--- config.mk ---
export PLATFORM = sky130hd
export DESIGN_NAME = dac_spi_out_flat
export DESIGN_NICKNAME = d
export VERILOG_FILES = /design/src/rtl/dac_spi_out_if.sv /design/src/rtl/dac_spi_out.sv /design/src/flat_wrapper.sv
export SDC_FILE = /design/constraint.sdc
export NUM_CORES = 1
export LEC_CHECK = 0
export ABC_AREA = 1
export CORE_ASPECT_RATIO = 0.75
export CORE_MARGIN = 2
export CORE_UTILIZATION = 45
export CTS_BUF_LIST = sky130_fd_sc_hd__clkbuf_8
export DETAILED_ROUTE_END_ITERATION = 8
export PLACE_DENSITY = 0.72
export SETUP_SLACK_MARGIN = 0.4
export SLEW_MARGIN = 10
export SYNTH_ARGS = -nofsm -noshare
export SYNTH_HDL_FRONTEND = slang
export SYNTH_SLANG_ARGS = --single-unit
--- constraint.sdc ---
create_clock -name clk_100M -period 2.71 [get_ports clk_100M]
set_input_delay 0.4065 -clock clk_100M [delete_from_list [all_inputs] [get_ports clk_100M]]
set_output_delay 0.4065 -clock clk_100M [all_outputs]
set_load 0.01 [all_outputs]
--- src/rtl/dac_spi_out_if.sv ---
// rtl/dac_spi_out_if.sv - three-wire serial link to the DAC
interface dac_spi_out_if;
  logic dac_cs_n;
  logic dac_sclk;
  logic dac_din;

  modport master (output dac_cs_n, dac_sclk, dac_din);
  modport slave  (input  dac_cs_n, dac_sclk, dac_din);
endinterface

--- src/rtl/dac_spi_out.sv ---
// rtl/dac_spi_out.sv - gain-scales FM samples and serializes them as 24-bit SPI DAC frames
module dac_spi_out #(
  parameter logic [7:0] CMD_BYTE = 8'h30
) (
  input  logic                 clk_100M,
  input  logic                 rst_n,
  input  logic [15:0]          sig_in,
  input  logic [7:0]           amp,
  input  logic [15:0]          sample_div,
  input  logic                 ovr_clr,
  dac_spi_out_if.master        spi,
  output logic                 busy,
  output logic                 sample_tick,
  output logic                 overrun
);

  typedef enum logic [2:0] {IDLE, SETUP, SHIFT, HOLD, GAP} state_t;

  state_t             state;
  logic [15:0]        div_cnt;
  logic [23:0]        shreg;
  logic [6:0]         phase;
  logic               cs_n_q;
  logic               sclk_q;
  logic               din_q;

  logic signed [24:0] s_ext;
  logic signed [24:0] a_ext;
  logic signed [24:0] prod;
  logic signed [24:0] q;
  logic [15:0]        q_sat;
  logic [15:0]        word;
  logic [6:0]         next_phase;
  logic [4:0]         next_bit;

  // Offset binary -> two's complement is just an MSB flip; the product always fits in 24 bits.
  always_comb begin
    s_ext = {{9{~sig_in[15]}}, ~sig_in[15], sig_in[14:0]};
    a_ext = {17'd0, amp};
    prod  = s_ext * a_ext;
    q     = prod >>> 7;
    if (q > 25'sd32767) begin
      q_sat = 16'h7FFF;
    end else if (q < -25'sd32768) begin
      q_sat = 16'h8000;
    end else begin
      q_sat = q[15:0];
    end
    word       = {~q_sat[15], q_sat[14:0]};
    next_phase = phase + 7'd1;
    next_bit   = 5'd23 - {1'b0, next_phase[6:3], next_phase[2]} + 5'd0;
  end

  always_ff @(posedge clk_100M or negedge rst_n) begin
    if (!rst_n) begin
      div_cnt     <= 16'd0;
      sample_tick <= 1'b0;
    end else if (sample_div == 16'd0) begin
      div_cnt     <= 16'd0;
      sample_tick <= 1'b0;
    end else if (div_cnt >= sample_div - 16'd1) begin
      div_cnt     <= 16'd0;
      sample_tick <= 1'b1;
    end else begin
      div_cnt     <= div_cnt + 16'd1;
      sample_tick <= 1'b0;
    end
  end

  // Pin values are registered together with the state, so each assignment is for the next phase.
  always_ff @(posedge clk_100M or negedge rst_n) begin
    if (!rst_n) begin
      state  <= IDLE;
      shreg  <= 24'd0;
      phase  <= 7'd0;
      cs_n_q <= 1'b1;
      sclk_q <= 1'b0;
      din_q  <= 1'b0;
      busy   <= 1'b0;
    end else begin
      case (state)
        IDLE: begin
          phase  <= 7'd0;
          sclk_q <= 1'b0;
          if (sample_tick) begin
            shreg  <= {CMD_BYTE, word};
            state  <= SETUP;
            cs_n_q <= 1'b0;
            din_q  <= CMD_BYTE[7];
            busy   <= 1'b1;
          end else begin
            cs_n_q <= 1'b1;
            din_q  <= 1'b0;
          end
        end
        SETUP: begin
          if (phase[0]) begin
            state  <= SHIFT;
            phase  <= 7'd0;
            sclk_q <= 1'b0;
            din_q  <= shreg[23];
          end else begin
            phase  <= next_phase;
          end
        end
        SHIFT: begin
          if (phase == 7'd95) begin
            state  <= HOLD;
            phase  <= 7'd0;
            sclk_q <= 1'b0;
            din_q  <= 1'b0;
          end else begin
            phase  <= next_phase;
            sclk_q <= next_phase[1];
            din_q  <= shreg[next_bit];
          end
        end
        HOLD: begin
          if (phase[0]) begin
            state  <= GAP;
            phase  <= 7'd0;
            cs_n_q <= 1'b1;
          end else begin
            phase  <= next_phase;
          end
        end
        GAP: begin
          if (phase[0]) begin
            state <= IDLE;
            phase <= 7'd0;
            busy  <= 1'b0;
          end else begin
            phase <= next_phase;
          end
        end
        default: begin
          state  <= IDLE;
          phase  <= 7'd0;
          cs_n_q <= 1'b1;
          sclk_q <= 1'b0;
          din_q  <= 1'b0;
          busy   <= 1'b0;
        end
      endcase
    end
  end

  always_ff @(posedge clk_100M or negedge rst_n) begin
    if (!rst_n) begin
      overrun <= 1'b0;
    end else if (sample_tick && busy) begin
      overrun <= 1'b1;
    end else if (ovr_clr) begin
      overrun <= 1'b0;
    end
  end

  assign spi.dac_cs_n = cs_n_q;
  assign spi.dac_sclk = sclk_q;
  assign spi.dac_din  = din_q;

endmodule
--- src/flat_wrapper.sv ---
// flat-port wrapper written by rule: the top's interface ports become plain ports
module dac_spi_out_flat 
#(
  parameter logic [7:0] CMD_BYTE = 8'h30
)
  (clk_100M, rst_n, sig_in, amp, sample_div, ovr_clr, busy, sample_tick, overrun, spi_dac_cs_n, spi_dac_sclk, spi_dac_din);
  dac_spi_out_if spi_i ();
  input  logic clk_100M;
  input  logic rst_n;
  input  logic [15:0] sig_in;
  input  logic [7:0] amp;
  input  logic [15:0] sample_div;
  input  logic ovr_clr;
  output logic busy;
  output logic sample_tick;
  output logic overrun;
  output wire logic [$bits(spi_i.dac_cs_n)-1:0] spi_dac_cs_n;
  output wire logic [$bits(spi_i.dac_sclk)-1:0] spi_dac_sclk;
  output wire logic [$bits(spi_i.dac_din)-1:0] spi_dac_din;
  assign spi_dac_cs_n = spi_i.dac_cs_n;
  assign spi_dac_sclk = spi_i.dac_sclk;
  assign spi_dac_din = spi_i.dac_din;
  dac_spi_out #(.CMD_BYTE(CMD_BYTE)) u_core (.clk_100M(clk_100M), .rst_n(rst_n), .sig_in(sig_in), .amp(amp), .sample_div(sample_div), .ovr_clr(ovr_clr), .spi(spi_i), .busy(busy), .sample_tick(sample_tick), .overrun(overrun));
endmodule
==> results of run 1 <==
==> path summary, 6_finish.rpt <==
kind | cells after the start | to | slack [ns]
setup / recovery | 26 | u_core.shreg[12] | -1.85
hold / removal | 1 | u_core.state[2] | 0.01
setup reg to reg | 12 | u_core.div_cnt[14] | 0.41
hold reg to reg | 2 | u_core.shreg[20] | 0.47
max in group asynchronous | 2 | u_core.spi.dac_cs_n | 1.92
min in group clk_100M | 2 | u_core.shreg[20] | 0.47
==> where the power goes <==
part           internal (mW)  switching [mW]  total, mW
Clock                  0.194           0.285      0.479
Combinational           5.41            6.37       11.8
Sequential             0.974           0.200       1.17
==> layer usage <==
metal / share of wire [%] / global-route usage, % / up-vias
met3: 4.9 / 2.42 / 29
li1: - / - / 3809
met5: 0 / 0 / -
met2: 49 / 38.0 / 194
met1: 45 / 30.1 / 3694
met4: 1.1 / 3.52 / 0
==> area by class of cell <==
class                   count  area (sq um)
fillers                  1498          6710
inverters                 327          1260
clock buffers               5          68.8
multi-input cells         755          6680
clock inverters             3          28.8
flip-flops and latches     49          1230
well taps                 247           309
repair buffers            229          2070
==> cells in the mapped netlist (all sizes together) (10+ instances only) <==
cell type  number
nand4          10
ha             66
a21boi         12
xnor2          10
fa            101
a21oi          35
nand2         319
nor3           20
xor2           35
inv           326
o21ai          16
dfrtp          48
clkbuf         30
nor2           62
nand3          39
or2            10
==> critical path: stages <==
cell,delay [ns]
buf_6,0.10
buf_6,0.11
inv_2,0.05
nor2_2,0.03
buf_6,0.11
fa_2,0.56
inv_2,0.06
fa_1,0.50
inv_2,0.04
fa_1,0.54
inv_2,0.04
fa_1,0.51
inv_2,0.04
ha_4,0.24
nand2_1,0.06
nand2_1,0.06
nand2_1,0.06
nand2_1,0.10
a21oi_4,0.19
nand4_1,0.17
nand2_1,0.12
nand4_1,0.22
nand2_8,0.20
buf_6,0.12
buf_6,0.08
a21boi_2,0.04
==> repair_timing <==
action | in CTS | in global routing
cloned | 4 | 1
resized for setup | 189 | 82
pin swaps | 109 | 96
buffers inserted | 28 | 16
setup endpoints to repair | 33 | 33
==> metrics by stage <==
step	utilization [%]	instance area, sq um
after global placement	57.1	10500
after floorplan	-	8860
after CTS	61.6	11300
after detailed placement	57.1	10500
final	63.5	11600
after global routing	63.5	11600
==> cells by family (layout without fill, tap and decap cells) <==
logic type	Yosys count	count (layout)
simple gates	464	465
buf+inv	359	564
fa+ha+maj	167	167
compound gates	78	78
flops	49	49
xor+xnor	45	45
==> cell usage in the layout, fill, tap and decap left out, types with 13 or more instances in the layout <==
master | Yosys | routed
buf_4 | 0 | 145
ha_1 | 66 | 47
nor2_1 | 58 | 34
a21oi_1 | 32 | 22
dfrtp_1 | 48 | 48
nor2_2 | 3 | 13
inv_2 | 0 | 24
buf_6 | 0 | 26
nand2_4 | 5 | 29
xor2_1 | 35 | 34
ha_4 | 0 | 19
o21ai_0 | 16 | 14
nand2_1 | 300 | 253
nor2_4 | 1 | 15
clkdlybuf4s50_1 | 0 | 18
fa_1 | 101 | 95
inv_1 | 326 | 297
nand2_2 | 14 | 35
nand3_1 | 33 | 28
==> sequential cells by signal, indices dropped and copies added, names as in the netlist <==
register,flops
u_core.spi.dac_cs_n,1
u_core.spi.dac_din,1
u_core.sample_tick,1
u_core.phase,7
u_core.overrun,1
u_core.shreg,17
u_core.spi.dac_sclk,1
u_core.busy,1
u_core.div_cnt,16
u_core.state,3
==> reports/summary.txt, run 1 <==
Top cells by area, synth: fa_1 24%, inv_1 15%, dfrtp_1 14%
Worst EP arrival: 4.77 ns
Mux share of post-synthesis cell area: 0%
Tcrit/Tclk final: 168%
Max_cap viols: 0
Maximum ir drop on the vdd rail: 930 uV
Final setup margin: -1.85 ns
Hold crit path type: in2async
Tot Pwr: 13.4 mW
Tightest Pin Transition: 0.565 ns
N_diodes: 0
Synth cell types: 39
Max clock buf depth: 2
Critical path endpoint category: flop
Vias per cell: 4.78
Status: finished with violations
Antenna violations before repair: 0
DRC Markers: 0
I/O Pins: 49
CP Class: in2reg
Leakage: 6.62 nW
Failing checks: negative setup slack
CTS Sinks: 49
Share of cells above drive strength 1: 31.2%
Initial core utilization: 45.6%
Placed cell count: 1558
Gpl congestion: 0.863
Dpl hpwl: 15.9 mm
Setup TNS: -28.66 ns
Tmin final: 4.56 ns
Syn_nets: 1372
Post-synth top area share: 24.2%
Fmax achieved: 219 MHz
Largest family of logic cells by synthesized area: adder cells
Setup crit start: amp[4]
YS warnings: 0
Top cell type by total area after synthesis: fa_1
Die area: 19700 sq um
First DRT Iteration DRCs: 540
Die Height: 122 um
Detailed Route WL: 21.4 mm
CP Launch Type: primary input
Post-route ant nets: 0
First-pass GRT wire length: 35.3 mm
H-Tree Depth: 2
Vias in the first global route: 7771
RSZ-0062 raised after global routing: yes
NumNets Final: 1577
CTS tree: built
Post-synth EDFFs: 0
Post-CTS Hold Buffers: 0
Total CTS buffers: 5
Req. time, crit path: 2.92 ns
Fin Hold WS: 0.0100 ns
Rows: 43
PwrDens: 1150 nW/um^2
Main flop type after synthesis: dfrtp_1
Synthesized area per cell: 7.20 sq um
Max-slew headroom: 62.2%
Clock Skew: 0.0165 ns
Worst-path maximum fanout: 4
Via Count: 7726
GRT overflow: 0
Post-Synth Adder-Cell Area: 34.0%
Pre-CTS setup slack: -2.52 ns
Die X: 161 um
Clk root buf: clkbuf_8
Clk slew on worst S/H paths: 0.11 ns
Final Hold Viols: 0
Drt wl/cell: 13.2 um
Post-synthesis compound-gate area fraction: 5.97%
Clock Latency Late Sink: 0.32 ns
Core area: 18300 sq um
Critical R2R Launch: u_core.div_cnt[0]
Fin cells: 1615
Max-slew violation count: 0
Synthesized cell area: 8370 sq um
Sequential fraction of the synthesis area: 14.7%
Largest net degree at the start of global routing: 32
Final setup fails: 19
Async S/R FF share, synth: 100%
Post-synthesis xor/xnor area fraction: 4.71%
Total GRT Usage: 21.9%
Syn Inst Count: 1162
Port bufs: 48
Pre-Repair DR Iteration Count: 5
Post-synthesis simple-gate area fraction: 24.1%
Yosys reg bits: 49
Synth-to-Final Area Change: 39.1%
Note: power is estimated with default switching activity, not from simulation.
==> run 2: changes to the inputs <==
--- a/config.mk
+++ b/config.mk
@@ -5,7 +5,6 @@
 export SDC_FILE = /design/constraint.sdc
 export NUM_CORES = 1
 export LEC_CHECK = 0
-export ABC_AREA = 1
 export CORE_ASPECT_RATIO = 0.75
 export CORE_MARGIN = 2
 export CORE_UTILIZATION = 45
==> constraint.sdc (replaced) <==
create_clock -name clk_100M -period 5.2 [get_ports clk_100M]
set_input_delay 0.78 -clock clk_100M [delete_from_list [all_inputs] [get_ports clk_100M]]
set_output_delay 0.78 -clock clk_100M [all_outputs]
set_load 0.01 [all_outputs]
==> run 2 against run 1 <==
  * The flow still finishes with violations (negative setup slack)
  * Critical path depth fell by 4
  * Die area shrank 9.6%
  * Non-clock buffer count is 36 lower
  * Core utilization decreased by 1.3 points
  * Sequential power decreased by 41%
  * Clock power is 49% lower
  * Critical endpoint is now u_core.shreg[14]
  * Largest cell class unchanged
  * Largest power group unchanged
==> reports/summary.txt, run 2 <==
YS warnings: 0 (unchanged)
Sequential fraction of the synthesis area: 16.3% (was 14.7%)
CTS tree: built (unchanged)
NumNets Final: 1211 (was 1577)
Reg2Reg Setup Slack: 2.34 ns (was 0.41 ns)
Maximum ir drop on the vdd rail: 440 uV (was 930 uV)
Yosys reg bits: 49 (unchanged)
Post-route ant nets: 0 (unchanged)
Most common cell in the netlist: inv_1 (unchanged)
I/O Pins: 49 (unchanged)
Status: finished with violations (unchanged)
Reg area: 1230 sq um (unchanged)
Dpl hpwl: 13.2 mm (was 15.9 mm)
Tightest Pin Transition: 1.07 ns (was 0.565 ns)
Final instance area: 10100 sq um (was 11600 sq um)
Hold path depth: 1
Synthesized cell area: 7540 sq um (was 8370 sq um)
Fmax achieved: 184 MHz
Rows: 40 (was 43)
CTS Sinks: 49 (unchanged)
Top flop regs: u_core.shreg: 17 flops, u_core.div_cnt: 16 flops, u_core.phase: 7 flops (unchanged)
Final setup fails: 15 (was 19)
Critical R2R Launch: u_core.div_cnt[0] (unchanged)
DRC Markers: 0 (unchanged)
Leakage: 4.92 nW (was 6.62 nW)
Die Height: 116 um (was 122 um)
Clock Skew: 0.0118 ns (was 0.0165 ns)
First DRT Iteration DRCs: 338 (was 540)
Main flop type after synthesis: dfrtp_1 (unchanged)
RSZ-0062 raised after global routing: yes (unchanged)
Via Count: 6310 (was 7726)
Max-slew headroom: 28.6% (was 62.2%)
Max clock buf depth: 2 (unchanged)
Worst-path maximum fanout: 7 (was 4)
Total CTS buffers: 5 (unchanged)
Clk slew on worst S/H paths: 0.11 ns (about the same)
Hold_sp: u_core.shreg[20]
Reg2Reg Depth: 11 (was 12)
Max_cap viols: 0 (unchanged)
CP Class: in2reg (unchanged)
Detailed Route WL: 18.6 mm (was 21.4 mm)
Clock Latency Late Sink: 0.31 ns (was 0.32 ns)
Failing checks: negative setup slack (unchanged)
Antenna violations before repair: 0 (unchanged)
Async S/R FF share, synth: 100% (unchanged)
Port bufs: 48 (unchanged)
Post-DP Area: 9050 sq um (was 10500 sq um)
Die area: 17800 sq um (was 19700 sq um)
Vias in the first global route: 6619 (was 7771)
Most frequent cells in the layout: 133 x inv_1, 117 x buf_4, 94 x fa_1 (was 297 x inv_1, 253 x nand2_1, 145 x buf_4)
Fin Hold WS: 0.496 ns (was 0.0100 ns)
First-pass GRT wire length: 31.5 mm (was 35.3 mm)
Die X: 153 um (was 161 um)
Req. time, crit path: 5.40 ns (was 2.92 ns)
Post-synth top area share: 26.8% (was 24.2%)
Top cell type by total area after synthesis: fa_1 (unchanged)
Tcrit/Tclk final: 104%
# fillers: 1306 (was 1498)
Total GRT Usage: 21.5% (was 21.9%)
Critical path endpoint category: flop (unchanged)
PwrDens: 569 nW/um^2 (was 1150 nW/um^2)
Initial core utilization: 46.5% (was 45.6%)
Hold crit path type: reg2reg (was in2async)
Core area: 16200 sq um (was 18300 sq um)
Biggest register: u_core.shreg (unchanged)
Gpl congestion: 0.827 (was 0.863)
GRT overflow: 0 (unchanged)
Final setup margin: -0.220 ns (was -1.85 ns)
R2r endpoint: u_core.div_cnt[1] (was u_core.div_cnt[14])
Multi-input logic area: 6190 sq um (was 6680 sq um)
Vias per cell: 5.21 (was 4.78)
N_diodes: 0 (unchanged)
Synth-to-Final Area Change: 33.6% (was 39.1%)
Clk root buf: clkbuf_8 (unchanged)
Final Hold Viols: 0 (unchanged)
Syn Inst Count: 819 (was 1162)
Max-slew violation count: 0 (unchanged)
Commonest non-fill, non-tap cell in the layout: inv_1 (unchanged)
Worst hold path endpoint: u_core.shreg[20]
Top cells by area, synth: fa_1 27%, dfrtp_1 16%, ha_1 11% (was fa_1 24%, inv_1 15%, dfrtp_1 14%)
Syn_nets: 1029 (was 1372)
Largest net degree at the start of global routing: 50 (was 32)
CP Launch Type: primary input (unchanged)
Synthesized area per cell: 9.21 sq um (was 7.20 sq um)
Worst EP arrival: 5.62 ns (was 4.77 ns)
H-Tree Depth: 2 (unchanged)
Share of cells above drive strength 1: 31.4% (was 31.2%)
Most instantiated cells after synthesis: 159 x inv_1, 101 x fa_1, 77 x nand2_1, 74 x and2_1, 66 x ha_1 (was 326 x inv_1, 300 x nand2_1, 101 x fa_1, 66 x ha_1, 58 x nor2_1)
Tmin final: 5.42 ns
Post-synth EDFFs: 0 (unchanged)
Drt wl/cell: 15.3 um (was 13.2 um)
Synth cell types: 69 (was 39)
Pre-Repair DR Iteration Count: 5 (unchanged)
Max FFs per register: 17 (unchanged)
## run 2: cells by family (layout without fill, tap and decap cells)
kind of cell | after synthesis | after routing | synth area share, %
flops | 49 | 49 | 16.3
xor+xnor | 52 | 52 | 6.04
fa+ha+maj | 167 | 167 | 37.8
buf+inv | 178 | 360 | 9.31
mux | 7 | 7 | 1.46
compound gates | 112 | 112 | 11.5
simple gates | 254 | 255 | 17.7
## run 2: how the worst max path moves through the flow
stage / startpoint / endpoint / cells past startpoint
2_1_floorplan: sig_in[15] / u_core.shreg[3] / 20
3_3_place_gp: amp[1] / u_core.shreg[2] / 20
3_5_place_dp: amp[1] / u_core.shreg[14] / 20
4_1_cts: amp[2] / u_core.shreg[11] / 21
5_1_grt: sig_in[5] / u_core.shreg[14] / 18
6_report: amp[0] / u_core.shreg[14] / 22
## run 2: layer usage
metal | up-vias | routed length [um] | track usage [%]
met4 | 0 | 256 | 3.98
met1 | 3135 | 8480 | 30.6
li1 | 2993 | - | -
met3 | 24 | 1040 | 3.82
met5 | - | 0 | 0
met2 | 158 | 8820 | 35.4
## run 2: power breakdown
group / switching, mW / leakage [nW] / total, mW / internal, mW
clock network: 0.144 / 0.0506 / 0.245 / 0.101
registers: 0.150 / 0.614 / 0.689 / 0.540
logic: 2.37 / 4.26 / 4.79 / 2.42
total: 2.66 / 4.92 / 5.73 / 3.06
## run 2: layout make-up
| type | count | area share (%) |
|---|---|---|
| Multi-Input combinational cell | 593 | 61.5 |
| Clock inverter | 3 | 0.286 |
| Sequential cell | 49 | 12.2 |
| Clock buffer | 5 | 0.683 |
| Timing Repair Buffer | 193 | 16.7 |
| Inverter | 159 | 5.98 |
| Tap cell | 210 | 2.61 |
## run 2: per-stage QoR
stage          power, mW  std cells  util [%]  setup WS, ns  setup TNS (ns)
5_1_grt             6.23       1212      62.1        -0.323           -4.64
2_1_floorplan       3.09        819         -        -0.101           -1.07
6_report            5.73       1212      62.1        -0.220           -2.93
4_1_cts             5.18       1203      60.3        -0.147           -1.80
3_3_place_gp        4.20       1159      55.8        -0.923          -14.20
3_5_place_dp        4.27       1159      55.8        -0.950          -14.46
## run 2: repair_timing
| action | 4_1_cts | 5_1_grt |
|---|---|---|
| hold buffers | 0 | 0 |
| hold endpoints to repair | 0 | 0 |
| endpoints found under the setup margin | 16 | 16 |
| gates resized for setup | 131 | 101 |
| gates cloned | 7 | 0 |
| setup buffers | 29 | 9 |
| pin swaps | 42 | 68 |
## run 2: worst max-delay path, cell delays in order
cell and delay [ns]:
buf_4 0.12, buf_6 0.11, buf_12 0.13, buf_4 0.12
nand2_1 0.07, fa_1 0.42, inv_2 0.07, fa_1 0.42
fa_1 0.49, inv_1 0.05, fa_1 0.50, inv_2 0.05
ha_4 0.25, a21oi_4 0.15, o211ai_1 0.16, buf_4 0.18
a32o_2 0.24, a211oi_2 0.29, o211ai_1 0.20, a41oi_4 0.36
nor2_4 0.11, a221o_1 0.34
